**src/rtl/hilo_ctrl_pkg.sv**
```systemverilog
// hilo_ctrl_pkg
//   Shared definitions for the HI/LO sequencer: the request opcode
//   encodings seen on the op port and the sequencer state enum.
package hilo_ctrl_pkg;

  localparam logic [1:0] OP_MULT = 2'b00;
  localparam logic [1:0] OP_DIV  = 2'b01;
  localparam logic [1:0] OP_MTHI = 2'b10;
  localparam logic [1:0] OP_MTLO = 2'b11;

  typedef enum logic [1:0] {
    ST_IDLE,
    ST_RUN_DIV,
    ST_RUN_MULT,
    ST_CAPTURE
  } state_t;

endpackage

```
**src/rtl/hilo_ctrl.sv**
```systemverilog
// hilo_ctrl
//   Sequencer plus architectural HI/LO register pair sitting after the
//   divider and multiplier engines. One request is accepted at a time in
//   IDLE: MULT/DIV latch the operands, launch the relevant engine, wait a
//   fixed latency and capture the results; MTHI/MTLO write HI/LO directly.
//   A DIV with a zero divisor raises div_zero instead of launching.
// Ports
//   clk          rising-edge clock
//   reset        asynchronous, active-low
//   start, op    request strobe (sampled only in IDLE) and opcode
//   op_a, op_b   request operands
//   div_quot/div_rem, mult_hi/mult_lo   engine results
//   eng_a, eng_b latched operands driven to the engines
//   MDControl    divider enable, active-low
//   mult_start   one-cycle multiplier launch pulse
//   busy         a MULT/DIV is in flight
//   done         one-cycle pulse, first cycle new HI/LO are visible
//   div_zero     one-cycle divide-by-zero exception pulse
//   hi, lo       architectural HI/LO registers
module hilo_ctrl
  import hilo_ctrl_pkg::*;
#(
  parameter int WIDTH    = 32,
  parameter int DIV_LAT  = 2,
  parameter int MULT_LAT = 33
) (
  input  logic             clk,
  input  logic             reset,
  input  logic             start,
  input  logic [1:0]       op,
  input  logic [WIDTH-1:0] op_a,
  input  logic [WIDTH-1:0] op_b,
  input  logic [WIDTH-1:0] div_quot,
  input  logic [WIDTH-1:0] div_rem,
  input  logic [WIDTH-1:0] mult_hi,
  input  logic [WIDTH-1:0] mult_lo,
  output logic [WIDTH-1:0] eng_a,
  output logic [WIDTH-1:0] eng_b,
  output logic             MDControl,
  output logic             mult_start,
  output logic             busy,
  output logic             done,
  output logic             div_zero,
  output logic [WIDTH-1:0] hi,
  output logic [WIDTH-1:0] lo
);

  localparam int CW = $clog2(MULT_LAT + 1);

  state_t          state;
  logic [CW-1:0]   cnt;
  logic            is_div;
  logic            hi_we;
  logic            lo_we;
  logic [WIDTH-1:0] hi_d;
  logic [WIDTH-1:0] lo_d;

  // Sequencer: accepts requests in IDLE, counts the engine latency in the
  // RUN states and hands over to CAPTURE. MDControl is released on the edge
  // leaving RUN_DIV so the divider sees exactly DIV_LAT enabled cycles.
  always_ff @(posedge clk or negedge reset) begin
    if (!reset) begin
      state      <= ST_IDLE;
      cnt        <= '0;
      is_div     <= 1'b0;
      eng_a      <= '0;
      eng_b      <= '0;
      MDControl  <= 1'b1;
      mult_start <= 1'b0;
      busy       <= 1'b0;
      done       <= 1'b0;
      div_zero   <= 1'b0;
    end else begin
      mult_start <= 1'b0;
      done       <= 1'b0;
      div_zero   <= 1'b0;
      case (state)
        ST_IDLE: begin
          if (start) begin
            case (op)
              OP_MULT: begin
                eng_a      <= op_a;
                eng_b      <= op_b;
                mult_start <= 1'b1;
                cnt        <= CW'(MULT_LAT - 1);
                is_div     <= 1'b0;
                busy       <= 1'b1;
                state      <= ST_RUN_MULT;
              end
              OP_DIV: begin
                if (op_b == '0) begin
                  div_zero <= 1'b1;
                  done     <= 1'b1;
                end else begin
                  eng_a     <= op_a;
                  eng_b     <= op_b;
                  MDControl <= 1'b0;
                  cnt       <= CW'(DIV_LAT - 1);
                  is_div    <= 1'b1;
                  busy      <= 1'b1;
                  state     <= ST_RUN_DIV;
                end
              end
              default: begin
                // MTHI/MTLO: the write itself happens in the HI/LO block
                done <= 1'b1;
              end
            endcase
          end
        end
        ST_RUN_DIV, ST_RUN_MULT: begin
          if (cnt == '0) begin
            MDControl <= 1'b1;
            state     <= ST_CAPTURE;
          end else begin
            cnt <= cnt - CW'(1);
          end
        end
        ST_CAPTURE: begin
          MDControl <= 1'b1;
          busy      <= 1'b0;
          done      <= 1'b1;
          state     <= ST_IDLE;
        end
        default: state <= ST_IDLE;
      endcase
    end
  end

  // Write enables and data for HI/LO: direct moves from op_a in IDLE,
  // engine results (divider or multiplier, by launch type) in CAPTURE.
  always_comb begin
    hi_we = 1'b0;
    lo_we = 1'b0;
    hi_d  = op_a;
    lo_d  = op_a;
    if (state == ST_IDLE && start) begin
      hi_we = (op == OP_MTHI);
      lo_we = (op == OP_MTLO);
    end else if (state == ST_CAPTURE) begin
      hi_we = 1'b1;
      lo_we = 1'b1;
      hi_d  = is_div ? div_rem  : mult_hi;
      lo_d  = is_div ? div_quot : mult_lo;
    end
  end

  // HI/LO architectural registers with enables.
  always_ff @(posedge clk or negedge reset) begin
    if (!reset) begin
      hi <= '0;
      lo <= '0;
    end else begin
      if (hi_we) hi <= hi_d;
      if (lo_we) lo <= lo_d;
    end
  end

endmodule

```
**config.mk**
```make
export PLATFORM = sky130hd
export DESIGN_NAME = hilo_ctrl
export DESIGN_NICKNAME = d
export VERILOG_FILES = /design/src/rtl/hilo_ctrl_pkg.sv /design/src/rtl/hilo_ctrl.sv
export SDC_FILE = /design/constraint.sdc
export NUM_CORES = 1
export LEC_CHECK = 0
export ABC_AREA = 1
export CAP_MARGIN = 40
export CORE_UTILIZATION = 45
export CTS_BUF_LIST = sky130_fd_sc_hd__clkbuf_16
export DETAILED_ROUTE_END_ITERATION = 6
export PLACE_DENSITY_LB_ADDON = 0.05
export SLEW_MARGIN = 10
export SYNTH_ARGS = -nofsm -noshare
export SYNTH_HDL_FRONTEND = slang
export SYNTH_SLANG_ARGS = --single-unit
```
**constraint.sdc**
```tcl
create_clock -name clk -period 3.9 [get_ports clk]
set_clock_uncertainty 0.15 [all_clocks]
set_input_delay 0.39 -clock clk [delete_from_list [all_inputs] [get_ports clk]]
set_output_delay 0.39 -clock clk [all_outputs]
set_load 0.02 [all_outputs]
```
Word level (Yosys, flattened, before mapping). Cells that the tools add are included.

Bits in registers: 142. Bits in latches: 0. Memory bits (writable): 0. Memory bits (read-only): 0. Input port bits: 197. Logic and storage cells: 84. Memories kept: 0.

$add $sub $neg: 1. Multiply operators: 0. Div/mod/pow operators: 0. $lt $le $gt $ge: 0. Eq/ne operators: 14. Shift-type cells: 0. Mux-type cells: 43. Bitwise operators: 0. Reductions and logical operators: 14.

Operators with widths (count): 32-bit two-way mux (8); 32-bit one-hot mux with 2 select lines (2); 32-bit zero test (1); 6-bit one-hot mux with 2 select lines (2); 6-bit two-way mux (3); 1-bit two-way mux (17); 4-bit AND reduction (4); 2-bit inequality test, second input constant (5); 1-bit one-hot mux with 2 select lines (5); 2-bit equality test, second input constant (4); 6-bit zero test (1); 2-bit two-way mux (3); 2-bit one-hot mux with 3 select lines (1); 2-bit nonzero test (3); 6-bit by 1-bit subtractor with 6-bit output, second input constant (1); 5-bit AND reduction (1); 2-bit by 1-bit equality test with 1-bit output, second input constant (2); 2-bit zero test (2); 2-bit one-hot mux with 2 select lines (1); 3-bit by 1-bit inequality test with 1-bit output, second input constant (1); 3-bit inequality test, second input constant (1); 1-bit one-hot mux with 3 select lines (1); 2-bit by 1-bit inequality test with 1-bit output, second input constant (1); 2-bit OR reduction (1); 1-bit logical AND (1).

Logic depth before layout (Yosys ltp).
Word-level depth: 5. Gate-level depth with buffers: 11. Gate-level depth less buffers: 11.

Least setup slack after synthesis. Ideal clock, no wire load.

Path type: register to register. Start point: register state[0]. End point: register hi[12]. Data arrival time: 1595 ps. Setup slack: 2039 ps. Cell stages (with the launch flop): 12. Buffers on the path: 2. Path through: dfrtp_1 > inv_1 > ha_1 > nand2_4 > inv_2 > nor2_2 > buf_4 > nor2_4 > inv_2 > buf_2 > nand2_1 > nand2_1.

Cells in the longest elaborated chain, start to end: 3.

Ends and longest elaborated chain: start: declaration (line hilo_ctrl.sv:50) `state_t state;`; start signal: assignment (line hilo_ctrl.sv:63) `state <= ST_IDLE;`; start signal: assignment (line hilo_ctrl.sv:88) `state <= ST_RUN_MULT;`; start signal: assignment (line hilo_ctrl.sv:101) `state <= ST_RUN_DIV;`; 2-bit equality test or 2-bit zero test (tied branches) (line hilo_ctrl.sv:140, hilo_ctrl.sv:137); 32-bit two-way mux (tied with other cells) (line hilo_ctrl.sv:140) `end else if (state == ST_CAPTURE) begin`; 32-bit two-way mux or 1-bit two-way mux (tied branches) (line hilo_ctrl.sv:137) `if (state == ST_IDLE && start) begin`; end signal: assignment (line hilo_ctrl.sv:154) `if (hi_we) hi <= hi_d;`; end: declaration (line hilo_ctrl.sv:44) `output logic [WIDTH-1:0] hi,`.

Parallel ways exist; a longest one is shown, timed or not. A chain may end at the register's enable or synchronous reset.

Worst setup path in the final report.
Start point: register state[0]. End point: register lo[25].

Cells in the longest elaborated chain, start to end: 3.

Ends and longest elaborated chain: 2-bit equality test or 2-bit zero test (tied branches) (line hilo_ctrl.sv:140, hilo_ctrl.sv:137); 32-bit two-way mux (tied with other cells) (line hilo_ctrl.sv:140); 32-bit two-way mux or 1-bit two-way mux (tied branches) (line hilo_ctrl.sv:137); end signal: assignment (line hilo_ctrl.sv:155) `if (lo_we) lo <= lo_d;`; end: declaration (line hilo_ctrl.sv:45) `output logic [WIDTH-1:0] lo`.

Parallel ways exist; a longest one is shown, timed or not.

==> summary.md <==
| Metric | Value |
|---|---|
| Netlist cell types | `32` |
| Worst path max stage delay | `around 460 ps` |
| Initial antenna violation count | `1` |
| CP Class | `reg -> reg` |
| Via Count | `roughly 7,000` |
| Register bit total from synthesis | `roughly 140` |
| Vias in the first global route | `6,842` |
| Die ar. | `approximately 17,000 µm²` |
| Post-Route WL | `24,100 µm` |
| Nets | `approximately 1,400` |
| CTS sink cnt | `142` |
| Highest ir drop seen on vdd | `~0.0005 V` |
| Fmax achieved | `between 300 and 400 MHz` |
| RePlAce Congestion | `about 0.84` |
| Status | `finished, final reports clean` |
| Layout area overhead | `56.3%` |
| RSZ-0062 raised after global routing | `no` |
| Delay-heaviest family, CP | `simple AND/OR/NAND/NOR gates` |
| Drt wl/cell | `~17 µm` |
| Initial Util | `46.7%` |
| Post-cts resize count | `0` |
| Yosys top cell area share | `around 50%` |
| Crit-path cells | `inv_1 > ha_1 > nand2_4 > inv_2 > nor2_4 > inv_2 > o31ai_4 > buf_4 > nor2_1 > a31oi_2` |
| Final hold violations | `0` |
| TNS Setup | `0 ps` |
| Post-placement cell count | `around 1,400` |
| Sequential share of the synthesized area | `between 40% and 50%` |
| Clk buf depth | `2` |
| CP Buf/Inv Count | `4` |
| Slew headroom | `just under 50%` |
| Pleak | `about 5 nW` |
| Req. time, crit path | `around 4100 ps` |
| PwrDens | `790 nW/µm²` |
| Netlist Area Pre-Place | `7210 µm²` |
| Max cap viols | `0` |
| Clk_lat worst skew | `420 ps` |
| Post-layout minimum cycle time | `2650 ps` |
| Post-synthesis cell count | `~860` |
| Largest net degree at the start of global routing | `75` |
| Die height | `~130 µm` |
| Final ANT Viol Nets | `0` |
| Worst setup EP type | `flip-flop` |
| Drt first pass iters | `4` |
| Startpoint types | `flip-flop` |
| Tot Pwr | `8.91 mW` |
| 1st-iter DRT viols | `between 300 and 400` |
| Critical Path Slowest Stage Cell | `nor2_4` |
| Port bufs | `around 330` |
| Cell repeated most along the worst path | `inv_2` |
| # IOs | `330` |
| Mean Syn Cell Area | `about 8.4 µm²` |
| Fillers | `1,240` |
| CP Max Fanout | `36` |
| Detail Placement HPWL | `17,800 µm` |
| Post-CTS setup buffers | `0` |
| Measured slew at the worst slew-check pin | `~770 ps` |
| Worst-path clk slew | `about 60 ps` |
| Total grt overflow | `0` |
| Drt drc | `0` |
| Total GRT Usage | `between 20 and 30%` |
| Final slew viol count | `0` |
| Row cnt | `between 40 and 50` |
| Synth area leader | `dfrtp_1` |
| CTS H-tree lvls | `4` |
| Top cells by area, synth | `dfrtp_1 49%, nand2_1 11%, o21ai_0 6.0%` |
| First-pass GRT wire length | `roughly 37,000 µm` |
| Non-filler instance count after layout | `1,392` |
| Core region area | `between 15,000 and 20,000 µm²` |
| Via/cell ratio | `approximately 5` |
| Arrival time of the worst setup path | `2840 ps` |
| Hold Path Class | `in -> async` |
| Final Setup Violations | `0` |
| Root Driver | `clkbuf_16` |
| CTS tree | `built` |
| Share of cells above drive strength 1 | `around a tenth` |
| Synth warn | `0` |
| Total CTS buffers | `17` |
| Die Span X | `approximately 130 µm` |
| Post-synth net total | `1,057` |
| Period Utilization, post-route | `68.1%` |
## final timing paths
path | from | slack, ps | depth (start not counted) | endpoint
min in group clk | cnt[5]$_DFFE_PN0P_ | 330 | 2 | cnt[5]$_DFFE_PN0P_
setup / recovery | state[0]$_DFFE_PN0P_ | 1250 | 10 | lo[25]$_DFFE_PN0P_
setup reg to reg | state[0]$_DFFE_PN0P_ | 1250 | 10 | lo[25]$_DFFE_PN0P_
hold reg to reg | cnt[5]$_DFFE_PN0P_ | 330 | 2 | cnt[5]$_DFFE_PN0P_
max in group asynchronous | reset | 2270 | 4 | eng_a[28]$_DFFE_PN0P_
hold / removal | reset | 250 | 2 | cnt[0]$_DFFE_PN0P_
## layer usage
| layer | share of wire (%) | GRT usage (%) | wire (µm) | vias to the layer above |
|---|---|---|---|---|
| li1 | - | - | - | 3393 |
| met1 | 39 | 34.0 | 9290 | 3268 |
| met2 | 49 | 51.3 | 11900 | 279 |
| met3 | 9.0 | 9.73 | 2160 | 45 |
| met4 | 3.2 | 12.2 | 775 | 0 |
| met5 | 0 | 0 | 0 | - |
## final cells by class
| class | instances | area (µm²) | area share, % |
|---|---|---|---|
| Tap cell | 211 | 264 | 2.34 |
| Multi-Input combinational cell | 568 | 3020 | 26.8 |
| Sequential cell | 142 | 3560 | 31.5 |
| Inverter | 96 | 360 | 3.20 |
| Clock buffer | 17 | 425 | 3.77 |
| Timing Repair Buffer | 342 | 3440 | 30.5 |
| Clock inverter | 15 | 203 | 1.80 |
| Antenna cell | 1 | 2.50 | 0.0222 |
## placed cells by master, fill, tap and decap left out, types with 2 or more instances in the layout
| master | n |
|---|---|
| mux2i_1 | 18 |
| nand4_1 | 9 |
| nor2_4 | 2 |
| clkinv_1 | 2 |
| inv_2 | 4 |
| clkinvlp_4 | 3 |
| xor2_1 | 2 |
| dfrtp_1 | 140 |
| nand2_1 | 207 |
| o311ai_0 | 12 |
| nor2_1 | 112 |
| buf_12 | 2 |
| ha_1 | 4 |
| a31oi_1 | 5 |
| o211ai_1 | 31 |
| o21ai_0 | 86 |
| bufinv_16 | 5 |
| or2_2 | 31 |
| clkbuf_16 | 17 |
| o311ai_1 | 2 |
| a21oi_1 | 4 |
| inv_1 | 94 |
| clkinv_2 | 3 |
| buf_4 | 9 |
| nand3_1 | 9 |
| a31oi_2 | 26 |
| clkdlybuf4s50_1 | 328 |
## timing repair
item | 4_1_cts | 5_1_grt
endpoints found under the hold margin | 25 | 0
hold buffers | 1 | 0
setup endpoints to repair | 0 | 0
## per-stage QoR
| stage | worst slack, ps | hold WS, ps | utilization, % | cell area [µm²] |
|---|---|---|---|---|
| after detailed placement | 1090 | 118 | 68.9 | 10600 |
| after CTS | 1230 | 239 | 73.0 | 11300 |
| after global routing | 1030 | 265 | 73.1 | 11300 |
| after floorplan | 2040 | -55.6 | - | 7210 |
| final | 1250 | 247 | 73.1 | 11300 |
| after global placement | 1150 | 310 | 68.6 | 10600 |
## kinds of logic (layout without fill, tap and decap cells)
| group | Yosys count | in the layout | share of synthesized area, % |
|---|---|---|---|
| adder cells (fa/ha/maj) | 4 | 4 | 0.694 |
| AND/OR/NAND/NOR | 375 | 375 | 21.6 |
| flip-flops | 142 | 142 | 49.3 |
| XOR/XNOR | 2 | 2 | 0.243 |
| other | 0 | 1 | 0 |
| buffers and inverters | 146 | 470 | 9.06 |
| multiplexers | 18 | 18 | 2.50 |
| AO/OA/AOI/OAI | 169 | 169 | 16.6 |
## worst register-to-register path, stage by stage (launching register included)
cell     delay, ps
dfrtp_1        370
inv_1           70
ha_1           310
nand2_4        160
inv_2           90
nor2_4         460
inv_2          110
o31ai_4         90
buf_4          460
nor2_1         120
a31oi_2        170
## state kept, by name (all words and copies together) (netlist names)
name	flops
hi	32
busy	1
is_div	1
MDControl	1
mult_start	1
state	2
eng_b	32
cnt	6
lo	32
done	1
eng_a	32
div_zero	1
## power breakdown
group | total, mW | switching (mW) | internal, mW | leakage, nW
registers | 2.58 | 0.394 | 2.18 | 1.72
logic | 4.60 | 2.57 | 2.02 | 3.08
clock network | 1.74 | 0.617 | 1.12 | 0.306
## Yosys cell counts
master	n
nor2_2	1
or2_2	31
nand2_1	207
nor3_4	1
nor2_1	112
o311ai_0	12
a21oi_1	4
buf_4	10
nand4_1	9
a31oi_2	26
buf_6	6
ha_1	4
o211ai_1	31
inv_1	93
o21ai_0	86
buf_2	18
o311ai_1	2
dfstp_2	1
o21bai_1	1
inv_2	3
o31ai_4	1
mux2i_1	18
nor3b_1	1
o31a_1	1
a31oi_1	5
nand3_1	10
nor2_4	1
nor3_1	1
nand2_4	1
dfrtp_1	141
clkbuf_1	16
xor2_1	2
(Power assumes the default switching activity.)
